### config.mk
export PLATFORM = sky130hd
export DESIGN_NAME = pipeline_hazard_ctrl_flat
export DESIGN_NICKNAME = d
export VERILOG_FILES = /design/src/rtl/pipeline_hazard_ctrl_pkg.sv /design/src/rtl/pipeline_hazard_ctrl_if.sv /design/src/rtl/pipeline_hazard_ctrl_hazard_decode.sv /design/src/rtl/pipeline_hazard_ctrl.sv /design/src/flat_wrapper.sv
export SDC_FILE = /design/constraint.sdc
export NUM_CORES = 1
export LEC_CHECK = 0
export ABC_AREA = 1
export ABC_CLOCK_PERIOD_IN_PS = 1470
export CAP_MARGIN = 5
export CORE_MARGIN = 2
export CORE_UTILIZATION = 44
export DETAILED_ROUTE_END_ITERATION = 10
export GPL_TIMING_DRIVEN = 1
export PLACE_DENSITY = 0.8
export SLEW_MARGIN = 10
export SYNTH_ARGS = -nofsm -noshare
export SYNTH_HDL_FRONTEND = slang
export SYNTH_SLANG_ARGS = --single-unit
### constraint.sdc
create_clock -name clk -period 1.47 [get_ports clk]
set_input_delay 0.147 -clock clk [delete_from_list [all_inputs] [get_ports clk]]
set_output_delay 0.147 -clock clk [all_outputs]
set_load 0.05 [all_outputs]
### src/rtl/pipeline_hazard_ctrl_pkg.sv
// Shared types and constants for the RV32I pipeline hazard controller.
// Holds the opcode encoding, the forwarding-select encoding, the controller
// state type and the scoreboard entry layout.
package pipeline_hazard_ctrl_pkg;

  localparam int REG_ADDR_WIDTH = 5;

  // Asserted level of the synchronous reset.
  localparam logic RESET = 1'b0;

  typedef enum logic [6:0] {
    LOAD    = 7'b0000011,
    OP_IMM  = 7'b0010011,
    U_AUIPC = 7'b0010111,
    STORE   = 7'b0100011,
    OP      = 7'b0110011,
    U_LUI   = 7'b0110111,
    BRANCH  = 7'b1100011,
    JALR    = 7'b1100111,
    J_JAL   = 7'b1101111,
    SYSTEM  = 7'b1110011
  } instruction_format_type;

  typedef enum logic [1:0] {
    NONE   = 2'd0,
    EX_MEM = 2'd1,
    MEM_WB = 2'd2
  } FORWARDING_TYPE;

  typedef enum logic [1:0] {
    RUN    = 2'd0,
    DRAIN  = 2'd1,
    HALTED = 2'd2
  } hazard_state_type;

  typedef struct packed {
    logic [REG_ADDR_WIDTH-1:0] rd;
    logic                      wr;
    logic                      load;
  } sb_entry_type;

endpackage

### src/rtl/pipeline_hazard_ctrl_if.sv
// Bundle between the decode/pipeline datapath and the hazard controller.
//   master : datapath side, drives ID fields, ex_redirect, mem_busy;
//            receives stage enables/clears, forwarding selects, halted.
//   slave  : hazard controller side.
interface pipeline_hazard_ctrl_if #(
  parameter int REG_ADDR_WIDTH = 5
);
  logic                      id_valid;
  logic [6:0]                id_opcode;
  logic [REG_ADDR_WIDTH-1:0] id_rs1;
  logic [REG_ADDR_WIDTH-1:0] id_rs2;
  logic [REG_ADDR_WIDTH-1:0] id_rd;
  logic                      ex_redirect;
  logic                      mem_busy;

  logic                      pc_en;
  logic                      if_id_en;
  logic                      if_id_flush;
  logic                      id_ex_flush;
  logic                      pipe_freeze;
  pipeline_hazard_ctrl_pkg::FORWARDING_TYPE fwd_a;
  pipeline_hazard_ctrl_pkg::FORWARDING_TYPE fwd_b;
  logic                      halted;

  modport master (
    output id_valid, id_opcode, id_rs1, id_rs2, id_rd, ex_redirect, mem_busy,
    input  pc_en, if_id_en, if_id_flush, id_ex_flush, pipe_freeze,
           fwd_a, fwd_b, halted
  );

  modport slave (
    input  id_valid, id_opcode, id_rs1, id_rs2, id_rd, ex_redirect, mem_busy,
    output pc_en, if_id_en, if_id_flush, id_ex_flush, pipe_freeze,
           fwd_a, fwd_b, halted
  );
endinterface

### src/rtl/pipeline_hazard_ctrl_hazard_decode.sv
// Opcode classifier for hazard detection (purely combinational).
//   opcode    : ID opcode
//   rd_nz     : ID destination is not x0
//   uses_rs1  : instruction reads rs1
//   uses_rs2  : instruction reads rs2
//   writes_rd : instruction writes a real register (never x0)
//   is_load   : instruction is a LOAD
module pipeline_hazard_ctrl_hazard_decode
  import pipeline_hazard_ctrl_pkg::*;
(
  input  logic [6:0] opcode,
  input  logic       rd_nz,
  output logic       uses_rs1,
  output logic       uses_rs2,
  output logic       writes_rd,
  output logic       is_load
);

  always_comb begin
    uses_rs1  = 1'b0;
    uses_rs2  = 1'b0;
    writes_rd = 1'b0;
    is_load   = 1'b0;
    case (opcode)
      OP:      begin uses_rs1 = 1'b1; uses_rs2 = 1'b1; writes_rd = rd_nz; end
      OP_IMM:  begin uses_rs1 = 1'b1; writes_rd = rd_nz; end
      LOAD:    begin uses_rs1 = 1'b1; writes_rd = rd_nz; is_load = 1'b1; end
      STORE:   begin uses_rs1 = 1'b1; uses_rs2 = 1'b1; end
      BRANCH:  begin uses_rs1 = 1'b1; uses_rs2 = 1'b1; end
      JALR:    begin uses_rs1 = 1'b1; writes_rd = rd_nz; end
      J_JAL:   writes_rd = rd_nz;
      U_LUI:   writes_rd = rd_nz;
      U_AUIPC: writes_rd = rd_nz;
      default: ;  // SYSTEM and unknown opcodes neither read nor write
    endcase
  end

endmodule

### src/rtl/pipeline_hazard_ctrl.sv
// Hazard and sequencing controller for the 5-stage RV32I pipeline.
// Tracks destinations of the instructions in EX and MEM, detects load-use,
// registers EX operand forwarding selects, applies redirect flushes and the
// memory freeze, and drains then halts the pipe after a SYSTEM instruction.
//   clk   : clock, all state on rising edge
//   reset : synchronous, active low
//   bus   : slave side of pipeline_hazard_ctrl_if (ID fields, redirect,
//           mem_busy in; stage enables/clears, fwd_a/fwd_b, halted out)
module pipeline_hazard_ctrl
  import pipeline_hazard_ctrl_pkg::RESET, pipeline_hazard_ctrl_pkg::SYSTEM,
         pipeline_hazard_ctrl_pkg::FORWARDING_TYPE, pipeline_hazard_ctrl_pkg::NONE,
         pipeline_hazard_ctrl_pkg::EX_MEM, pipeline_hazard_ctrl_pkg::MEM_WB,
         pipeline_hazard_ctrl_pkg::hazard_state_type, pipeline_hazard_ctrl_pkg::RUN,
         pipeline_hazard_ctrl_pkg::DRAIN, pipeline_hazard_ctrl_pkg::HALTED,
         pipeline_hazard_ctrl_pkg::sb_entry_type;
#(
  parameter int REG_ADDR_WIDTH = 5,
  parameter int DRAIN_CYCLES   = 3
) (
  input logic                 clk,
  input logic                 reset,
  pipeline_hazard_ctrl_if.slave bus
);

  logic uses_rs1, uses_rs2, writes_rd, is_load;

  pipeline_hazard_ctrl_hazard_decode u_decode (
    .opcode    (bus.id_opcode),
    .rd_nz     (bus.id_rd != '0),
    .uses_rs1  (uses_rs1),
    .uses_rs2  (uses_rs2),
    .writes_rd (writes_rd),
    .is_load   (is_load)
  );

  sb_entry_type              sb_ex;
  logic [REG_ADDR_WIDTH-1:0] mem_rd;
  logic                      mem_wr;
  hazard_state_type          state;
  logic [2:0]                cnt;
  FORWARDING_TYPE            fwd_a_q, fwd_b_q;
  FORWARDING_TYPE            fwd_a_d, fwd_b_d;

  logic frozen, load_use, issue;

  // HALTED behaves as a permanent freeze until reset.
  assign frozen = bus.mem_busy | (state == HALTED);

  assign load_use = bus.id_valid & sb_ex.load & sb_ex.wr &
                    ((uses_rs1 & (bus.id_rs1 == sb_ex.rd)) |
                     (uses_rs2 & (bus.id_rs2 == sb_ex.rd)));

  assign issue = bus.id_valid & ~frozen & ~bus.ex_redirect &
                 (state == RUN) & ~load_use;

  // Selects are evaluated against the entries as they stand now: the EX entry
  // will sit in EX/MEM and the MEM entry in MEM/WB when this operand reaches EX.
  // wr is never set for x0, so a zero source cannot match.
  function automatic FORWARDING_TYPE fwd_sel(input logic used,
                                             input logic [REG_ADDR_WIDTH-1:0] src);
    if (!used || src == '0)            return NONE;
    if (sb_ex.wr && sb_ex.rd == src)   return EX_MEM;
    if (mem_wr && mem_rd == src)       return MEM_WB;
    return NONE;
  endfunction

  assign fwd_a_d = fwd_sel(uses_rs1, bus.id_rs1);
  assign fwd_b_d = fwd_sel(uses_rs2, bus.id_rs2);

  always_comb begin
    bus.pc_en       = 1'b0;
    bus.if_id_en    = 1'b0;
    bus.if_id_flush = 1'b0;
    bus.id_ex_flush = 1'b0;
    bus.pipe_freeze = 1'b0;
    if (reset == RESET) begin
      bus.if_id_flush = 1'b1;
      bus.id_ex_flush = 1'b1;
    end else if (frozen) begin
      bus.pipe_freeze = 1'b1;
    end else if (bus.ex_redirect) begin
      // Fetch the target; both younger stages are squashed.
      bus.pc_en       = 1'b1;
      bus.if_id_en    = 1'b1;
      bus.if_id_flush = 1'b1;
      bus.id_ex_flush = 1'b1;
    end else if (state == DRAIN || load_use) begin
      bus.id_ex_flush = 1'b1;
    end else begin
      bus.pc_en    = 1'b1;
      bus.if_id_en = 1'b1;
    end
  end

  assign bus.fwd_a  = fwd_a_q;
  assign bus.fwd_b  = fwd_b_q;
  assign bus.halted = (state == HALTED);

  always_ff @(posedge clk) begin
    if (reset == RESET) begin
      state   <= RUN;
      cnt     <= '0;
      sb_ex   <= '0;
      mem_rd  <= '0;
      mem_wr  <= 1'b0;
      fwd_a_q <= NONE;
      fwd_b_q <= NONE;
    end else if (!frozen) begin
      mem_rd <= sb_ex.rd;
      mem_wr <= sb_ex.wr;
      if (issue) begin
        sb_ex   <= '{rd: bus.id_rd, wr: writes_rd, load: is_load};
        fwd_a_q <= fwd_a_d;
        fwd_b_q <= fwd_b_d;
      end else begin
        sb_ex   <= '0;
        fwd_a_q <= NONE;
        fwd_b_q <= NONE;
      end
      case (state)
        RUN: begin
          if (issue && bus.id_opcode == SYSTEM) begin
            state <= DRAIN;
            cnt   <= 3'(DRAIN_CYCLES - 1);
          end
        end
        DRAIN: begin
          // An older taken branch squashes the SYSTEM that started the drain.
          if (bus.ex_redirect)  state <= RUN;
          else if (cnt == '0)   state <= HALTED;
          else                  cnt   <= cnt - 3'd1;
        end
        default: state <= state;
      endcase
    end
  end

endmodule

### src/flat_wrapper.sv
// flat-port wrapper written by rule: the top's interface ports become plain ports
module pipeline_hazard_ctrl_flat import pipeline_hazard_ctrl_pkg::RESET, pipeline_hazard_ctrl_pkg::SYSTEM,
         pipeline_hazard_ctrl_pkg::FORWARDING_TYPE, pipeline_hazard_ctrl_pkg::NONE,
         pipeline_hazard_ctrl_pkg::EX_MEM, pipeline_hazard_ctrl_pkg::MEM_WB,
         pipeline_hazard_ctrl_pkg::hazard_state_type, pipeline_hazard_ctrl_pkg::RUN,
         pipeline_hazard_ctrl_pkg::DRAIN, pipeline_hazard_ctrl_pkg::HALTED,
         pipeline_hazard_ctrl_pkg::sb_entry_type;
#(
  parameter int REG_ADDR_WIDTH = 5,
  parameter int DRAIN_CYCLES   = 3
)
  (clk, reset, bus_id_valid, bus_id_opcode, bus_id_rs1, bus_id_rs2, bus_id_rd, bus_ex_redirect, bus_mem_busy, bus_pc_en, bus_if_id_en, bus_if_id_flush, bus_id_ex_flush, bus_pipe_freeze, bus_fwd_a, bus_fwd_b, bus_halted);
  pipeline_hazard_ctrl_if #(.REG_ADDR_WIDTH(REG_ADDR_WIDTH)) bus_i ();
  input logic clk;
  input logic reset;
  input wire logic [$bits(bus_i.id_valid)-1:0] bus_id_valid;
  input wire logic [$bits(bus_i.id_opcode)-1:0] bus_id_opcode;
  input wire logic [$bits(bus_i.id_rs1)-1:0] bus_id_rs1;
  input wire logic [$bits(bus_i.id_rs2)-1:0] bus_id_rs2;
  input wire logic [$bits(bus_i.id_rd)-1:0] bus_id_rd;
  input wire logic [$bits(bus_i.ex_redirect)-1:0] bus_ex_redirect;
  input wire logic [$bits(bus_i.mem_busy)-1:0] bus_mem_busy;
  output wire logic [$bits(bus_i.pc_en)-1:0] bus_pc_en;
  output wire logic [$bits(bus_i.if_id_en)-1:0] bus_if_id_en;
  output wire logic [$bits(bus_i.if_id_flush)-1:0] bus_if_id_flush;
  output wire logic [$bits(bus_i.id_ex_flush)-1:0] bus_id_ex_flush;
  output wire logic [$bits(bus_i.pipe_freeze)-1:0] bus_pipe_freeze;
  output wire logic [$bits(bus_i.fwd_a)-1:0] bus_fwd_a;
  output wire logic [$bits(bus_i.fwd_b)-1:0] bus_fwd_b;
  output wire logic [$bits(bus_i.halted)-1:0] bus_halted;
  assign bus_i.id_valid = bus_id_valid;
  assign bus_i.id_opcode = bus_id_opcode;
  assign bus_i.id_rs1 = bus_id_rs1;
  assign bus_i.id_rs2 = bus_id_rs2;
  assign bus_i.id_rd = bus_id_rd;
  assign bus_i.ex_redirect = bus_ex_redirect;
  assign bus_i.mem_busy = bus_mem_busy;
  assign bus_pc_en = bus_i.pc_en;
  assign bus_if_id_en = bus_i.if_id_en;
  assign bus_if_id_flush = bus_i.if_id_flush;
  assign bus_id_ex_flush = bus_i.id_ex_flush;
  assign bus_pipe_freeze = bus_i.pipe_freeze;
  assign bus_fwd_a = bus_i.fwd_a;
  assign bus_fwd_b = bus_i.fwd_b;
  assign bus_halted = bus_i.halted;
  pipeline_hazard_ctrl #(.REG_ADDR_WIDTH(REG_ADDR_WIDTH), .DRAIN_CYCLES(DRAIN_CYCLES)) u_core (.clk(clk), .reset(reset), .bus(bus_i));
endmodule
Word-level counts from Yosys, hierarchy flattened --
Index checks and enable logic that the tools add are counted.
Word-level totals: bits in registers 22, bits of input ports 27, word-level logic and storage cells 119
Operators by class: add/sub/neg operators 1, equality and inequality tests 22, muxes and demuxes 52, bitwise logic cells 14, reductions and logical operators 21
Operators with widths (number):
- two-way mux 2 bit | 17
- == test 5 bit | 6
- two-way mux 1 bit | 29
- == test 7 bit, second input constant | 4
- == test 7 x 6 -> 1 bit, second input constant | 3
- == test 7 x 5 -> 1 bit, second input constant | 2
- logical NOT 5 bit | 2
- bitwise AND 1 bit | 9
- two-way mux 3 bit | 3
- == test 7 x 2 -> 1 bit, second input constant | 1
- two-way mux 7 bit | 1
- OR reduction 7 bit | 1
- != test 2 bit, second input constant | 3
- case mux 3 bit (2 select lines) | 1
- OR reduction 6 bit | 1
- logical AND 1 bit | 5
- AND reduction 5 bit | 1
- nonzero test 5 bit | 1
- case mux 2 bit (2 select lines) | 1
- AND reduction 4 bit | 1
- logical NOT 3 bit | 1
- logical OR 1 bit | 3
- != test 3 bit, second input constant | 1
- NOT 1 bit | 3
- 8 further kinds | 10

Longest topological paths before layout --
Gate-level depths: netlist (run 1).
depth after elaboration 13, gate-level depth with buffers 15, mapped depth without buffers 15

By module --
From an unflattened synthesis (run 1), not the netlist that was laid out.
Second synthesis, totals: cells, all modules 242, area total of the unflattened synthesis 1570.3 um^2
By module, submodules not included:
- pipeline_hazard_ctrl | times used 1, cells an instance 205, area an instance 1408.9 um^2, seq. area each 440.4 um^2
- pipeline_hazard_ctrl_hazard_decode | times used 1, cells an instance 37, area an instance 161.4 um^2, seq. area each 0.0 um^2

Least setup slack after synthesis (run 1) --
OpenSTA, ideal clock, no wires.
path kind flip-flop to output port, from reg u_core.sb_ex[6] in the netlist's numbering, to out bus_pc_en, arrival 1.985 ns, slack -0.662 ns, stages on the path, launching flop included 12, path through dfxtp_1 -> inv_1 -> nand2_1 -> nand2_1 -> nand3_1 -> nor2_1 -> nand2_1 -> nand2_4 -> a21oi_1 -> nor2_1 -> nor2_1 -> buf_4
On the way: cells in the longest elaborated chain, start to end 9
Ends and longest elaborated chain:
- start: declaration | RTL line pipeline_hazard_ctrl.sv:36 | sb_entry_type sb_ex;
- start signal: assignment | RTL line pipeline_hazard_ctrl.sv:112 | sb_ex <= '{rd: bus.id_rd, wr: writes_rd, load: is_load};
- == test 5 bit (on tied branches) | RTL line pipeline_hazard_ctrl.sv:50, pipeline_hazard_ctrl.sv:51
- bitwise AND 1 bit (on tied branches) | RTL line pipeline_hazard_ctrl.sv:50, pipeline_hazard_ctrl.sv:51
- bitwise OR 1 bit * | RTL line pipeline_hazard_ctrl.sv:50 | ((uses_rs1 & (bus.id_rs1 == sb_ex.rd)) |
- bitwise AND 1 bit * | RTL line pipeline_hazard_ctrl.sv:49 | assign load_use = bus.id_valid & sb_ex.load & sb_ex.wr &
- logical OR 1 bit * | RTL line pipeline_hazard_ctrl.sv:87 | end else if (state == DRAIN || load_use) begin
- two-way mux 1 bit * (4 in a row)
- end: declaration | RTL line flat_wrapper.sv:23 | output wire logic [$bits(bus_i.pc_en)-1:0] bus_pc_en;
Mark *: on every way between the ends. The rest lies on a longest branch, timed or not.

Worst setup path after layout (run 1) --
from reg u_core.sb_ex[3] in the netlist's numbering, to out bus_id_ex_flush
On the way: cells in the longest elaborated chain, start to end 9
Ends and longest elaborated chain:
- == test 5 bit (on tied branches) | RTL line pipeline_hazard_ctrl.sv:50, pipeline_hazard_ctrl.sv:51
- bitwise AND 1 bit (on tied branches) | RTL line pipeline_hazard_ctrl.sv:50, pipeline_hazard_ctrl.sv:51
- bitwise OR 1 bit * | RTL line pipeline_hazard_ctrl.sv:50
- bitwise AND 1 bit * | RTL line pipeline_hazard_ctrl.sv:49
- logical OR 1 bit * | RTL line pipeline_hazard_ctrl.sv:87
- two-way mux 1 bit * | RTL line pipeline_hazard_ctrl.sv:87
- two-way mux 1 bit * | RTL line pipeline_hazard_ctrl.sv:81 | end else if (bus.ex_redirect) begin
- two-way mux 1 bit * | RTL line pipeline_hazard_ctrl.sv:79 | end else if (frozen) begin
- two-way mux 1 bit * | RTL line pipeline_hazard_ctrl.sv:76 | if (reset == RESET) begin
- end: declaration | RTL line flat_wrapper.sv:26 | output wire logic [$bits(bus_i.id_ex_flush)-1:0] bus_id_ex_flush;
Marks and branches as above.

==> metrics.txt, run 1 <==
# TYPE chip_impl_metric gauge
chip_impl_info{name="violations_in_the_final_reports",value="setup timing"} 1
chip_impl_metric{name="fin_crit",unit="ns"} 2.09
chip_impl_metric{name="dp_hpwl",unit="mm"} 3.36
chip_impl_metric{name="nFillCells",unit=""} 176
chip_impl_metric{name="grt_max_degree",unit=""} 14
chip_impl_metric{name="standby_leakage_power",unit="nW"} 1.16
chip_impl_metric{name="finalWeightedCongestion",unit=""} 0.934
chip_impl_metric{name="top_level_ports",unit=""} 37
chip_impl_metric{name="postSynthRegisterBits",unit=""} 22
chip_impl_metric{name="die_h",unit="um"} 61.4
chip_impl_metric{name="synthCells",unit=""} 211
chip_impl_info{name="final_cell_mix",value="57 x sky130_fd_sc_hd__buf_4, 35 x sky130_fd_sc_hd__nand2_1, 25 x sky130_fd_sc_hd__inv_1"} 1
chip_impl_metric{name="setup_tns",unit="ns"} -7.94
chip_impl_metric{name="design.core.area",unit="um2"} 3100
chip_impl_metric{name="placement.io_buffers",unit=""} 36
chip_impl_metric{name="dr.first_iter.drc_count",unit=""} 285
chip_impl_metric{name="syn-num-nets",unit=""} 240
chip_impl_metric{name="grt_overflow",unit=""} 0
chip_impl_metric{name="drtAntennaViolNets",unit=""} 0
chip_impl_info{name="end_kind",value="output port"} 1
chip_impl_info{name="worstHoldPathType",value="in -> reg"} 1
chip_impl_metric{name="grt_pass1_wl",unit="mm"} 8.41
chip_impl_metric{name="drv.max_cap_violation_count",unit=""} 0
chip_impl_metric{name="design.die.area",unit="um2"} 3770
chip_impl_metric{name="timing.critical_path.required",unit="ns"} 1.32
chip_impl_metric{name="synth.lib_cells_used.distinct",unit=""} 35
chip_impl_metric{name="clock_skew_after_layout",unit="ns"} 0.00188
chip_impl_metric{name="antenna_cells",unit=""} 0
chip_impl_metric{name="numClockSinks",unit=""} 22
chip_impl_metric{name="post-route-worst-setup-slack",unit="ns"} -0.623
chip_impl_info{name="critPathLaunchType",value="register"} 1
chip_impl_metric{name="first_global_vias",unit=""} 1870
chip_impl_metric{name="instances_no_fill",unit=""} 353
chip_impl_metric{name="fraction_of_layout_instances_using_a_drive_strength_above_1",unit="%"} 42.7
chip_impl_metric{name="floorplan.initialDensity",unit="%"} 46.8
chip_impl_metric{name="antenna_found_initial",unit=""} 0
chip_impl_metric{name="post_drt_via_cell_ratio",unit=""} 6.02
chip_impl_info{name="setup.worst_path.class",value="reg -> out"} 1
chip_impl_metric{name="critPathMaxStageDelay",unit="ns"} 0.40
chip_impl_metric{name="arrival_time_at_the_worst_endpoint",unit="ns"} 1.95
chip_impl_metric{name="rows",unit=""} 20
chip_impl_metric{name="cts-buffers-inserted",unit=""} 3
chip_impl_metric{name="die_w",unit="um"} 61.4
chip_impl_metric{name="worst_pin_slew",unit="ns"} 0.425
chip_impl_metric{name="slew_limit_headroom",unit="%"} 71.5
chip_impl_metric{name="max-clock-path-buffers",unit=""} 2
chip_impl_metric{name="clkTransAtPathRegs",unit="ns"} 0.14
chip_impl_metric{name="dr_total_vias",unit=""} 2126
chip_impl_metric{name="totalWireLength",unit="mm"} 7.22
chip_impl_metric{name="warnings_from_yosys",unit=""} 0
chip_impl_info{name="rr_startpoint",value="u_core.sb_ex[3]$_SDFFE_PN0N_"} 1
chip_impl_metric{name="report.final.setup_viol",unit=""} 23
chip_impl_metric{name="peak_ir_drop_on_the_vdd_network",unit="mV"} 0.645
chip_impl_info{name="cp_slowest_cell",value="sky130_fd_sc_hd__dfxtp_2"} 1
chip_impl_metric{name="fin_crit_sh",unit="%"} 142
chip_impl_metric{name="pre_cts_slack",unit="ns"} -0.502
chip_impl_metric{name="worst_r2r_path_depth",unit=""} 15
chip_impl_info{name="leading_cell_type_in_the_layout_fill_and_taps_excluded",value="sky130_fd_sc_hd__buf_4"} 1
chip_impl_info{name="status",value="finished with violations"} 1
chip_impl_metric{name="worst_skew_pair.late_latency",unit="ns"} 0.32
chip_impl_info{name="crit_end",value="bus_id_ex_flush"} 1
chip_impl_info{name="cts_tree",value="yes"} 1
chip_impl_metric{name="synth_area_per_cell",unit="um2"} 6.88
chip_impl_metric{name="hold_viol",unit=""} 0
chip_impl_metric{name="max_clock_freq",unit="GHz"} 0.478
chip_impl_metric{name="post_cts_hold_buffers",unit=""} 0
chip_impl_metric{name="grtUsageTotal",unit="%"} 31.1
chip_impl_metric{name="slew_violations",unit=""} 0
chip_impl_metric{name="rrSetupSlack",unit="ns"} -0.53
chip_impl_metric{name="critical_path_fanout_max",unit=""} 3
chip_impl_info{name="grt_setup_unrepaired",value="yes"} 1
chip_impl_metric{name="placed_cells",unit=""} 330
chip_impl_info{name="r2r_end",value="u_core.state[0]$_SDFFE_PN0P_"} 1
chip_impl_metric{name="routedWlPerCell",unit="um"} 20.4
chip_impl_metric{name="power_per_cell_area",unit="nW/um2"} 584
chip_impl_metric{name="clock_tree.htree_level_count",unit=""} 1
chip_impl_info{name="timing.critical_path.from",value="u_core.sb_ex[3]$_SDFFE_PN0N_"} 1
chip_impl_info{name="path_cells",value="inv_2 > nand2_2 > nand2_2 > nor2_1 > nand2_1 > nor2_2 > nand2_4 > nand2_4 > a21oi_4 > a31oi_4 > buf_12"} 1
chip_impl_metric{name="area_delta_synth_final",unit="%"} 83.8
chip_impl_info{name="cts.root.buffer_cell",value="sky130_fd_sc_hd__clkbuf_4"} 1
chip_impl_metric{name="drt_drc_violations_left",unit=""} 0
chip_impl_metric{name="design.final.nets",unit=""} 339
chip_impl_metric{name="ys_seq_area_share",unit="%"} 30.3
chip_impl_metric{name="drt-pass1-iter-count",unit=""} 6
chip_impl_metric{name="synthesis.area",unit="um2"} 1450
-- kinds of logic after synthesis --
logic type,count (synthesis),synth area share (%)
adders and majority gates,2,1.72
DFF,22,30.3
and+or+nand+nor,105,34.7
xor gates and xnor gates,13,7.84
buffers and inverters,36,10.1
AOI/OAI and AO/OA,33,15.3
-- critical path, delay by kind of cell, from the launching register on --
family | cells | cell delay [ns]
AND/OR/NAND/NOR | 7 | 0.70
flip-flops | 1 | 0.40
AO/OA/AOI/OAI | 2 | 0.27
buffers and inverters | 2 | 0.23
-- how the worst min path moves through the flow --
stage,startpoint,to,slack [ns],depth (start not counted)
2_1_floorplan,bus_id_rd[1],u_core.sb_ex[3]$_SDFFE_PN0N_,0.29,2
3_3_place_gp,u_core.mem_wr$_SDFFE_PN0N_,u_core.mem_wr$_SDFFE_PN0N_,0.44,2
3_5_place_dp,u_core.mem_wr$_SDFFE_PN0N_,u_core.mem_wr$_SDFFE_PN0N_,0.45,2
4_1_cts,bus_id_rd[2],u_core.sb_ex[4]$_SDFFE_PN0N_,0.42,3
5_1_grt,bus_id_rd[2],u_core.sb_ex[4]$_SDFFE_PN0N_,0.43,3
6_report,bus_id_rd[3],u_core.sb_ex[5]$_SDFFE_PN0N_,0.41,3
-- Yosys cell counts --
cell	count	share of area [%]
sky130_fd_sc_hd__nor3_1	6	2.1
sky130_fd_sc_hd__a21oi_1	6	2.1
sky130_fd_sc_hd__xor2_1	4	2.4
sky130_fd_sc_hd__nor2_2	4	1.7
sky130_fd_sc_hd__o22ai_1	4	1.7
sky130_fd_sc_hd__o2111ai_1	1	0.60
sky130_fd_sc_hd__nor2_1	19	4.9
sky130_fd_sc_hd__o32ai_1	2	1.2
sky130_fd_sc_hd__nand2_4	2	1.6
sky130_fd_sc_hd__nand3_2	2	1.4
sky130_fd_sc_hd__nand3_1	14	4.8
sky130_fd_sc_hd__inv_2	2	0.52
sky130_fd_sc_hd__inv_1	30	7.8
sky130_fd_sc_hd__buf_4	1	0.52
sky130_fd_sc_hd__nand2_2	5	2.2
sky130_fd_sc_hd__o21ai_1	3	1.0
sky130_fd_sc_hd__a211oi_1	2	1.0
sky130_fd_sc_hd__nand4_1	3	1.3
sky130_fd_sc_hd__nor4_1	4	1.7
sky130_fd_sc_hd__ha_1	2	1.7
sky130_fd_sc_hd__xnor2_1	9	5.4
sky130_fd_sc_hd__nor3_2	1	0.69
sky130_fd_sc_hd__buf_2	2	0.69
sky130_fd_sc_hd__inv_6	1	0.60
sky130_fd_sc_hd__dfxtp_1	22	30
sky130_fd_sc_hd__a22o_1	1	0.60
sky130_fd_sc_hd__o21a_1	1	0.52
sky130_fd_sc_hd__a21boi_4	1	1.3
sky130_fd_sc_hd__nand2_1	43	11
sky130_fd_sc_hd__nand4_2	1	0.86
sky130_fd_sc_hd__o22ai_2	1	0.86
sky130_fd_sc_hd__o21ai_0	7	2.4
sky130_fd_sc_hd__o31ai_1	2	1.0
sky130_fd_sc_hd__and3_1	1	0.43
sky130_fd_sc_hd__a31oi_1	2	0.86
-- state kept, by name (all words and copies together) (netlist names) --
register,cells
u_core.state,2
u_core.cnt,3
u_core.mem_rd,5
u_core.mem_wr,1
u_core.bus.fwd_b,2
u_core.bus.fwd_a,2
u_core.sb_ex,7
-- timing repair --
item | in CTS | in global routing
cloned | 1 | 0
setup endpoints to repair | 15 | 24
endpoints found under the hold margin | 0 | 0
resized for setup | 37 | 30
buffers inserted | 12 | 8
pin swaps | 12 | 14
-- per-layer routing --
metal  global-route usage, %  share of wire [%]  up-vias
met1                    34.3                 35      990
li1                        -                  -      893
met4                    10.0                6.8        0
met3                    11.6                 11       67
met5                       0                  0        -
met2                    55.3                 48      176
-- cell type report --
type	instances	area (um2)	share of cell area (%)
multi-input cells	153	1080	40.4
repair buffers	96	887	33.3
flip-flops and latches	22	454	17.0
inverters	33	133	4.97
well taps	44	55.1	2.06
clock inverters	1	30.0	1.13
clock buffers	3	22.5	0.844
repair inverters	1	7.51	0.281
-- per-stage QoR --
stage / hold slack, ns / instance area, um2 / util (%) / power [mW]
3_3_place_gp: 0.441 / 2230 / 72.0 / 0.976
4_1_cts: 0.416 / 2480 / 80.1 / 1.47
6_report: 0.413 / 2670 / 86.0 / 1.56
5_1_grt: 0.429 / 2670 / 86.0 / 1.59
3_5_place_dp: 0.454 / 2230 / 72.0 / 0.980
2_1_floorplan: 0.286 / 1470 / - / 0.760
-- report_power, final --
part,internal (mW),switching [mW]
Combinational,0.226,0.238
Sequential,0.599,0.00707
Clock,0.276,0.214
Total,1.10,0.458
(Power assumes the default switching activity.)
==> run 2, diff against run 1 <==
--- a/config.mk
+++ b/config.mk
@@ -8,7 +8,7 @@
 export ABC_AREA = 1
 export ABC_CLOCK_PERIOD_IN_PS = 1470
 export CAP_MARGIN = 5
-export CORE_MARGIN = 2
+export CORE_MARGIN = 8
 export CORE_UTILIZATION = 44
 export DETAILED_ROUTE_END_ITERATION = 10
 export GPL_TIMING_DRIVEN = 1
==> run 2 against run 1 <==
Die area rose by 43%. Wire length fell by 21%. Cell area fell by 4.7%. The flow still finishes with violations (setup timing). Hold slack improved by 0.00079 ns.
==> metrics.txt, run 2 (synthesized netlist as in run 1, its figures left out) <==
# TYPE chip_impl_metric gauge
chip_impl_metric{name="final_area",unit="um2"} 2540
chip_impl_metric{name="floorplan.initialDensity",unit="%"} 44.5
chip_impl_metric{name="routedWlPerCell",unit="um"} 16.4
chip_impl_metric{name="netSwitchingFraction",unit="%"} 29.5
chip_impl_metric{name="drtAntennaViolNets",unit=""} 0
chip_impl_info{name="routed.top_layer",value="met4"} 1
chip_impl_metric{name="antenna_found_initial",unit=""} 0
chip_impl_metric{name="grt_max_degree",unit=""} 13
chip_impl_metric{name="drt_drc_violations_left",unit=""} 0
chip_impl_metric{name="largest_reg_flops",unit=""} 7
chip_impl_info{name="setup.worst_path.class",value="reg -> out"} 1
chip_impl_metric{name="clock_skew_after_layout",unit="ns"} 0.00363
chip_impl_metric{name="report.final.setup_viol",unit=""} 19
chip_impl_metric{name="totalWireLength",unit="mm"} 5.74
chip_impl_metric{name="hold_viol",unit=""} 0
chip_impl_metric{name="rrSetupSlack",unit="ns"} -0.47
chip_impl_info{name="final_cell_mix",value="53 x sky130_fd_sc_hd__buf_4, 39 x sky130_fd_sc_hd__nand2_1, 26 x sky130_fd_sc_hd__inv_1"} 1
chip_impl_info{name="timing.critical_path.from",value="u_core.sb_ex[2]$_SDFFE_PN0N_"} 1
chip_impl_metric{name="die_h",unit="um"} 73.4
chip_impl_metric{name="met3_wirelength",unit="um"} 484
chip_impl_info{name="grt_setup_unrepaired",value="yes"} 1
chip_impl_metric{name="dp_hpwl",unit="mm"} 3.52
chip_impl_metric{name="drt-met1-wl",unit="mm"} 2.23
chip_impl_info{name="violations_in_the_final_reports",value="setup timing"} 1
chip_impl_metric{name="p_comb_share",unit="%"} 30.7
chip_impl_metric{name="max-clock-path-buffers",unit=""} 2
chip_impl_metric{name="fin_crit",unit="ns"} 1.96
chip_impl_metric{name="clkTransAtPathRegs",unit="ns"} 0.12
chip_impl_metric{name="numClockSinks",unit=""} 22
chip_impl_info{name="timing.critical_path.mode_cell",value="sky130_fd_sc_hd__nand2_1"} 1
chip_impl_info{name="leading_cell_type_in_the_layout_fill_and_taps_excluded",value="sky130_fd_sc_hd__buf_4"} 1
chip_impl_metric{name="area_delta_synth_final",unit="%"} 75.2
chip_impl_metric{name="grt_overflow",unit=""} 0
chip_impl_metric{name="drt-pass1-iter-count",unit=""} 6
chip_impl_metric{name="rows",unit=""} 21
chip_impl_info{name="cts.root.buffer_cell",value="sky130_fd_sc_hd__clkbuf_4"} 1
chip_impl_metric{name="first_global_vias",unit=""} 1843
chip_impl_metric{name="worst_r2r_path_depth",unit=""} 14
chip_impl_metric{name="design.core.area",unit="um2"} 3260
chip_impl_metric{name="peak_ir_drop_on_the_vdd_network",unit="mV"} 0.511
chip_impl_metric{name="finalWeightedCongestion",unit=""} 0.879
chip_impl_metric{name="worst_pin_slew",unit="ns"} 0.475
chip_impl_info{name="end_kind",value="output port"} 1
chip_impl_metric{name="cts-buffers-inserted",unit=""} 3
chip_impl_info{name="cp_slowest_cell",value="sky130_fd_sc_hd__dfxtp_4"} 1
chip_impl_metric{name="instances_no_fill",unit=""} 350
chip_impl_metric{name="standby_leakage_power",unit="nW"} 1.11
chip_impl_metric{name="post_drt_via_cell_ratio",unit=""} 5.52
chip_impl_metric{name="die_w",unit="um"} 73.4
chip_impl_metric{name="placed_cells",unit=""} 331
chip_impl_info{name="top_register",value="u_core.sb_ex"} 1
chip_impl_info{name="r2r_end",value="u_core.sb_ex[1]$_SDFFE_PN0N_"} 1
chip_impl_metric{name="fin_crit_sh",unit="%"} 134
chip_impl_metric{name="clock_network_power_share",unit="%"} 25.3
chip_impl_metric{name="placement.io_buffers",unit=""} 36
chip_impl_metric{name="grt_pass1_wl",unit="mm"} 8.11
chip_impl_metric{name="pwr-share-seq",unit="%"} 44.0
chip_impl_metric{name="timing.critical_path.required",unit="ns"} 1.32
chip_impl_metric{name="dr.first_iter.drc_count",unit=""} 190
chip_impl_metric{name="internal_power",unit="mW"} 0.969
chip_impl_metric{name="power.switching",unit="mW"} 0.407
chip_impl_metric{name="grtUsageTotal",unit="%"} 19.1
chip_impl_metric{name="detailroute.wirelength.met2",unit="mm"} 2.81
chip_impl_info{name="path_cells",value="inv_2 > nand2_1 > nand2_1 > nor2_1 > nand2_1 > nor2_2 > nand2_2 > nand2_4 > a21oi_4 > nor2_4 > nor2_4 > buf_12"} 1
chip_impl_metric{name="arrival_time_at_the_worst_endpoint",unit="ns"} 1.82
chip_impl_metric{name="max_clock_freq",unit="GHz"} 0.509
chip_impl_metric{name="design.final.nets",unit=""} 334
chip_impl_metric{name="setup_tns",unit="ns"} -6.57
chip_impl_info{name="critPathLaunchType",value="register"} 1
chip_impl_metric{name="whs",unit="ns"} 0.414
chip_impl_info{name="leading_registers_by_flop_count",value="u_core.sb_ex (7), u_core.mem_rd (5), u_core.cnt (3)"} 1
chip_impl_metric{name="clock_tree.htree_level_count",unit=""} 1
chip_impl_metric{name="antenna_cells",unit=""} 0
chip_impl_info{name="cts_tree",value="yes"} 1
chip_impl_metric{name="design.die.area",unit="um2"} 5390
chip_impl_metric{name="top_level_ports",unit=""} 37
chip_impl_info{name="worstHoldPathType",value="in -> reg"} 1
chip_impl_metric{name="fraction_of_layout_instances_using_a_drive_strength_above_1",unit="%"} 39.8
chip_impl_metric{name="post-route-worst-setup-slack",unit="ns"} -0.495
chip_impl_metric{name="total_power",unit="mW"} 1.38
chip_impl_metric{name="postPlaceCellArea",unit="um2"} 2240
chip_impl_info{name="crit_end",value="bus_pc_en"} 1
chip_impl_metric{name="worst_skew_pair.late_latency",unit="ns"} 0.32
chip_impl_metric{name="drv.max_cap_violation_count",unit=""} 0
chip_impl_metric{name="critPathMaxStageDelay",unit="ns"} 0.38
chip_impl_info{name="rr_startpoint",value="u_core.sb_ex[2]$_SDFFE_PN0N_"} 1
chip_impl_metric{name="slew_violations",unit=""} 0
chip_impl_metric{name="slew_limit_headroom",unit="%"} 68.3
chip_impl_info{name="status",value="finished with violations"} 1
chip_impl_metric{name="dr_total_vias",unit=""} 1933
chip_impl_metric{name="power_per_cell_area",unit="nW/um2"} 541
chip_impl_metric{name="critical_path_fanout_max",unit=""} 3
[run 2: cell count changes in the layout (fill, tap and decap cells not counted), sizes merged]
cell          change
clkinvlp          -2
dlymetal6s2s      -1
clkbuf            +1
bufinv            -1
buf               -4
inv               +1
dlygate4sd2       +1
[run 2: routing by layer]
layer / vias up / GRT usage, %
met2: 130 / 32.5
li1: 884 / -
met1: 889 / 21.0
met5: - / 0
met3: 30 / 5.05
met4: 0 / 10.4
[run 2: power by group through the flow]
stage | Sequential [mW] | Combinational [mW] | Clock, mW
6_report | 0.606 | 0.422 | 0.348
5_1_grt | 0.607 | 0.444 | 0.382
4_1_cts | 0.608 | 0.378 | 0.347
3_5_place_dp | 0.620 | 0.363 | 0
3_3_place_gp | 0.620 | 0.357 | 0
2_1_floorplan | 0.619 | 0.142 | 0
[run 2: worst min path at each step]
stage	slack, ns	startpoint	cells after the start	end
floorplan	0.29	bus_id_rd[1]	2	u_core.sb_ex[3]$_SDFFE_PN0N_
global placement	0.44	u_core.mem_wr$_SDFFE_PN0N_	2	u_core.mem_wr$_SDFFE_PN0N_
detailed placement	0.45	u_core.mem_wr$_SDFFE_PN0N_	2	u_core.mem_wr$_SDFFE_PN0N_
CTS	0.42	bus_id_opcode[6]	4	u_core.sb_ex[0]$_SDFFE_PN0N_
global route	0.43	bus_id_rd[2]	3	u_core.sb_ex[4]$_SDFFE_PN0N_
finish	0.41	bus_id_rd[4]	3	u_core.sb_ex[6]$_SDFFE_PN0N_
[run 2: final cells by class]
class / count / area (um2)
flip-flops and latches: 22 / 454
repair buffers: 92 / 862
fillers: 222 / 716
well taps: 46 / 57.6
clock buffers: 4 / 36.3
inverters: 33 / 129
multi-input cells: 153 / 1000
[run 2: metrics by stage]
stage	util [%]	setup WS, ns
after floorplan	-	-0.264
after global placement	68.8	-0.432
after detailed placement	68.8	-0.507
after CTS	74.0	-0.379
after global routing	78.0	-0.578
final	78.0	-0.495
[run 2: repair_timing]
item | CTS | global route
hold buffers | 0 | 0
setup buffers | 9 | 6
gates resized for setup | 31 | 20
endpoints found under the setup margin | 15 | 20
pin swaps | 8 | 15
[run 2: worst max-delay path, delay by kind of cell (launching register included)]
kind / cells / cell delay [ns]
AO/OA/AOI/OAI: 1 / 0.22
flip-flops: 1 / 0.38
AND/OR/NAND/NOR: 9 / 0.68
buffers and inverters: 2 / 0.21
==> run 3, diff against run 2 <==
--- a/config.mk
+++ b/config.mk
@@ -8,11 +8,12 @@
 export ABC_AREA = 1
 export ABC_CLOCK_PERIOD_IN_PS = 1470
 export CAP_MARGIN = 5
-export CORE_MARGIN = 8
+export CORE_MARGIN = 2
 export CORE_UTILIZATION = 44
 export DETAILED_ROUTE_END_ITERATION = 10
 export GPL_TIMING_DRIVEN = 1
 export PLACE_DENSITY = 0.8
+export SETUP_SLACK_MARGIN = 0.5
 export SLEW_MARGIN = 10
 export SYNTH_ARGS = -nofsm -noshare
 export SYNTH_HDL_FRONTEND = slang
==> run 3 against run 2 <==
The run still ends with setup timing left. Power up 7.0%. Sequential cell count is the same. Via count increased by 15%. Sequential share of layout area down 1.8 points. Largest cell class unchanged. Critical path depth unchanged.
==> metrics.txt, run 3 (synthesized netlist as in run 1, its figures left out) <==
# TYPE chip_impl_metric gauge
chip_impl_info{name="status",value="finished with violations"} 1
chip_impl_info{name="violations_in_the_final_reports",value="setup timing"} 1
chip_impl_info{name="worstHoldPathType",value="in -> reg"} 1
chip_impl_metric{name="fin_crit_sh",unit="%"} 142
chip_impl_metric{name="clkTransAtPathRegs",unit="ns"} 0.13
chip_impl_metric{name="finalWeightedCongestion",unit=""} 0.872
chip_impl_metric{name="max-clock-path-buffers",unit=""} 2
chip_impl_metric{name="peak_ir_drop_on_the_vdd_network",unit="mV"} 0.341
chip_impl_metric{name="report.final.setup_viol",unit=""} 20
chip_impl_metric{name="slew_violations",unit=""} 0
chip_impl_metric{name="worst_r2r_path_depth",unit=""} 17
chip_impl_metric{name="grtUsageTotal",unit="%"} 30.5
chip_impl_metric{name="grt_max_degree",unit=""} 13
chip_impl_metric{name="dr.first_iter.drc_count",unit=""} 272
chip_impl_metric{name="post_drt_via_cell_ratio",unit=""} 6.13
chip_impl_info{name="leading_registers_by_flop_count",value="u_core.sb_ex (7), u_core.mem_rd (5), u_core.cnt (3)"} 1
chip_impl_metric{name="standby_leakage_power",unit="nW"} 1.25
chip_impl_metric{name="fin_crit",unit="ns"} 2.08
chip_impl_metric{name="min_delay_path_depth",unit=""} 6
chip_impl_info{name="final_cell_mix",value="52 x sky130_fd_sc_hd__buf_4, 34 x sky130_fd_sc_hd__nand2_1, 23 x sky130_fd_sc_hd__inv_1"} 1
chip_impl_metric{name="dp_hpwl",unit="mm"} 3.40
chip_impl_metric{name="final_util",unit="%"} 92.1
chip_impl_metric{name="area_delta_synth_final",unit="%"} 96.8
chip_impl_metric{name="design.die.area",unit="um2"} 3770
chip_impl_metric{name="design.core.area",unit="um2"} 3100
chip_impl_metric{name="power.switching",unit="mW"} 0.479
chip_impl_metric{name="numClockSinks",unit=""} 22
chip_impl_metric{name="clock_network_power_share",unit="%"} 25.4
chip_impl_metric{name="total_power",unit="mW"} 1.47
chip_impl_metric{name="top_level_ports",unit=""} 37
chip_impl_metric{name="postPlaceCellArea",unit="um2"} 2320
chip_impl_metric{name="drv.max_cap_violation_count",unit=""} 0
chip_impl_metric{name="worst_pin_slew",unit="ns"} 0.498
chip_impl_metric{name="power_per_cell_area",unit="nW/um2"} 516
chip_impl_metric{name="fraction_of_layout_instances_using_a_drive_strength_above_1",unit="%"} 49.1
chip_impl_info{name="cts_tree",value="yes"} 1
chip_impl_metric{name="dr_total_vias",unit=""} 2218
chip_impl_info{name="leading_cell_type_in_the_layout_fill_and_taps_excluded",value="sky130_fd_sc_hd__buf_4"} 1
chip_impl_info{name="grt_setup_unrepaired",value="yes"} 1
chip_impl_metric{name="final_area",unit="um2"} 2860
chip_impl_info{name="cp_slowest_cell",value="sky130_fd_sc_hd__clkdlybuf4s50_1"} 1
chip_impl_metric{name="timing.critical_path.required",unit="ns"} 1.32
chip_impl_metric{name="worst_skew_pair.late_latency",unit="ns"} 0.33
chip_impl_metric{name="antenna_cells",unit=""} 0
chip_impl_info{name="cts.root.buffer_cell",value="sky130_fd_sc_hd__clkbuf_4"} 1
chip_impl_metric{name="first_global_vias",unit=""} 1825
chip_impl_info{name="top_register",value="u_core.sb_ex"} 1
chip_impl_metric{name="rrSetupSlack",unit="ns"} -0.50
chip_impl_info{name="crit_path_max_delay_family",value="buffers and inverters"} 1
chip_impl_metric{name="clock_skew_after_layout",unit="ns"} 0.0146
chip_impl_metric{name="max_clock_freq",unit="GHz"} 0.480
chip_impl_metric{name="design.final.nets",unit=""} 348
chip_impl_info{name="end_kind",value="output port"} 1
chip_impl_metric{name="internal_power",unit="mW"} 0.994
chip_impl_metric{name="drtAntennaViolNets",unit=""} 0
chip_impl_metric{name="antenna_found_initial",unit=""} 0
chip_impl_metric{name="slew_limit_headroom",unit="%"} 66.5
chip_impl_metric{name="grt_pass1_wl",unit="mm"} 8.47
chip_impl_metric{name="largest_reg_flops",unit=""} 7
chip_impl_metric{name="critical_path_fanout_max",unit=""} 3
chip_impl_info{name="setup.worst_path.class",value="in -> out"} 1
chip_impl_info{name="path_cells",value="clkdlybuf4s50_1 > inv_1 > nand2_1 > nand2_1 > nand3_2 > nor2_1 > nand2_1 > nand2_4 > a21oi_4 > nor2_4 > nor2_4 > buf_12"} 1
chip_impl_metric{name="routedWlPerCell",unit="um"} 21.3
chip_impl_metric{name="post_cts_hold_buffers",unit=""} 0
chip_impl_metric{name="netSwitchingFraction",unit="%"} 32.5
chip_impl_metric{name="floorplan.initialDensity",unit="%"} 46.8
chip_impl_metric{name="cp.buffers_inverters",unit=""} 3
chip_impl_metric{name="drt_drc_violations_left",unit=""} 0
chip_impl_metric{name="totalWireLength",unit="mm"} 7.71
chip_impl_metric{name="hold_viol",unit=""} 0
chip_impl_metric{name="pwr-share-seq",unit="%"} 41.2
chip_impl_info{name="timing.critical_path.mode_cell",value="sky130_fd_sc_hd__nand2_1"} 1
chip_impl_metric{name="grt_overflow",unit=""} 0
chip_impl_metric{name="critPathMaxStageDelay",unit="ns"} 0.55
chip_impl_metric{name="clock_tree.htree_level_count",unit=""} 1
chip_impl_info{name="critPathLaunchType",value="input port"} 1
chip_impl_metric{name="worst-path-stages",unit=""} 12
chip_impl_metric{name="die_h",unit="um"} 61.4
chip_impl_metric{name="drt-pass1-iter-count",unit=""} 7
chip_impl_metric{name="post-route-worst-setup-slack",unit="ns"} -0.612
chip_impl_metric{name="p_comb_share",unit="%"} 33.4
chip_impl_metric{name="cts-buffers-inserted",unit=""} 3
chip_impl_metric{name="placement.io_buffers",unit=""} 36
chip_impl_metric{name="whs",unit="ns"} 0.370
chip_impl_metric{name="rows",unit=""} 20
chip_impl_metric{name="die_w",unit="um"} 61.4
chip_impl_metric{name="arrival_time_at_the_worst_endpoint",unit="ns"} 1.94
==> run 3: changes by cell type in the layout (fill, tap and decap cells not counted), sizes merged <==
| cell | delta |
|---|---|
| dlymetal6s2s | +2 |
| clkinv | +1 |
| buf | +14 |
| clkdlybuf4s50 | -2 |
| inv | -1 |
==> run 3: metrics by stage <==
stage / setup TNS (ns) / setup WS (ns) / instances
final: -8.30 / -0.612 / 362
after global routing: -10.98 / -0.773 / 362
after CTS: -2.58 / -0.367 / 356
after detailed placement: -6.33 / -0.471 / 333
after global placement: -5.66 / -0.420 / 333
after floorplan: -0.279 / -0.169 / 211
==> run 3: cell type report <==
| cell class | count | area (um2) |
|---|---|---|
| well taps | 44 | 55.1 |
| fillers | 124 | 246 |
| inverters | 33 | 139 |
| multi-input cells | 153 | 1120 |
| repair buffers | 106 | 1050 |
| clock buffers | 4 | 36.3 |
| flip-flops and latches | 22 | 459 |
==> run 3: final timing paths <==
kind	startpoint	end
max	bus_id_rs2[4]	bus_if_id_en
max reg2reg	u_core.sb_ex[3]$_SDFFE_PN0N_	u_core.cnt[2]$_SDFFE_PN0P_
min	bus_id_opcode[1]	u_core.sb_ex[1]$_SDFFE_PN0N_
min reg2reg	u_core.bus.fwd_b[1]$_SDFFE_PN0N_	u_core.bus.fwd_b[1]$_SDFFE_PN0N_
==> run 3: worst register-to-register path: stages (launching register included) <==
cell	delay (ns)
sky130_fd_sc_hd__dfxtp_2	0.37
sky130_fd_sc_hd__inv_2	0.04
sky130_fd_sc_hd__nand2_1	0.07
sky130_fd_sc_hd__nand2_1	0.08
sky130_fd_sc_hd__nor2_1	0.15
sky130_fd_sc_hd__nand2_1	0.14
sky130_fd_sc_hd__nor2_2	0.11
sky130_fd_sc_hd__nand2_2	0.08
sky130_fd_sc_hd__nand2_4	0.09
sky130_fd_sc_hd__buf_4	0.12
sky130_fd_sc_hd__buf_6	0.12
sky130_fd_sc_hd__nand2_4	0.06
sky130_fd_sc_hd__nand3_4	0.08
sky130_fd_sc_hd__nand2_4	0.08
sky130_fd_sc_hd__nand2_4	0.09
sky130_fd_sc_hd__nand2_1	0.07
sky130_fd_sc_hd__nand2_1	0.09
sky130_fd_sc_hd__nor2_2	0.04
==> run 3: power by group through the flow <==
| stage | sequential (mW) | combinational [mW] | clock, mW |
|---|---|---|---|
| after global routing | 0.607 | 0.510 | 0.400 |
| after CTS | 0.605 | 0.421 | 0.347 |
| after global placement | 0.619 | 0.370 | 0 |
| final | 0.606 | 0.493 | 0.374 |
| after floorplan | 0.618 | 0.151 | 0 |
| after detailed placement | 0.619 | 0.375 | 0 |
==> run 3: routing by layer <==
metal | wire [um] | share of wire, % | GRT usage, % | up-vias
li1 | - | - | - | 911
met1 | 2590 | 34 | 38.9 | 988
met2 | 3580 | 46 | 50.8 | 236
met3 | 928 | 12 | 4.41 | 83
met4 | 608 | 7.9 | 14.3 | 0
met5 | 0 | 0 | 0 | -
==> run 3: repair_timing <==
item	CTS	global route
setup endpoints to repair	32	32
cloned	0	0
buffers inserted	19	6
gates resized for setup	45	46
pin swaps	18	20
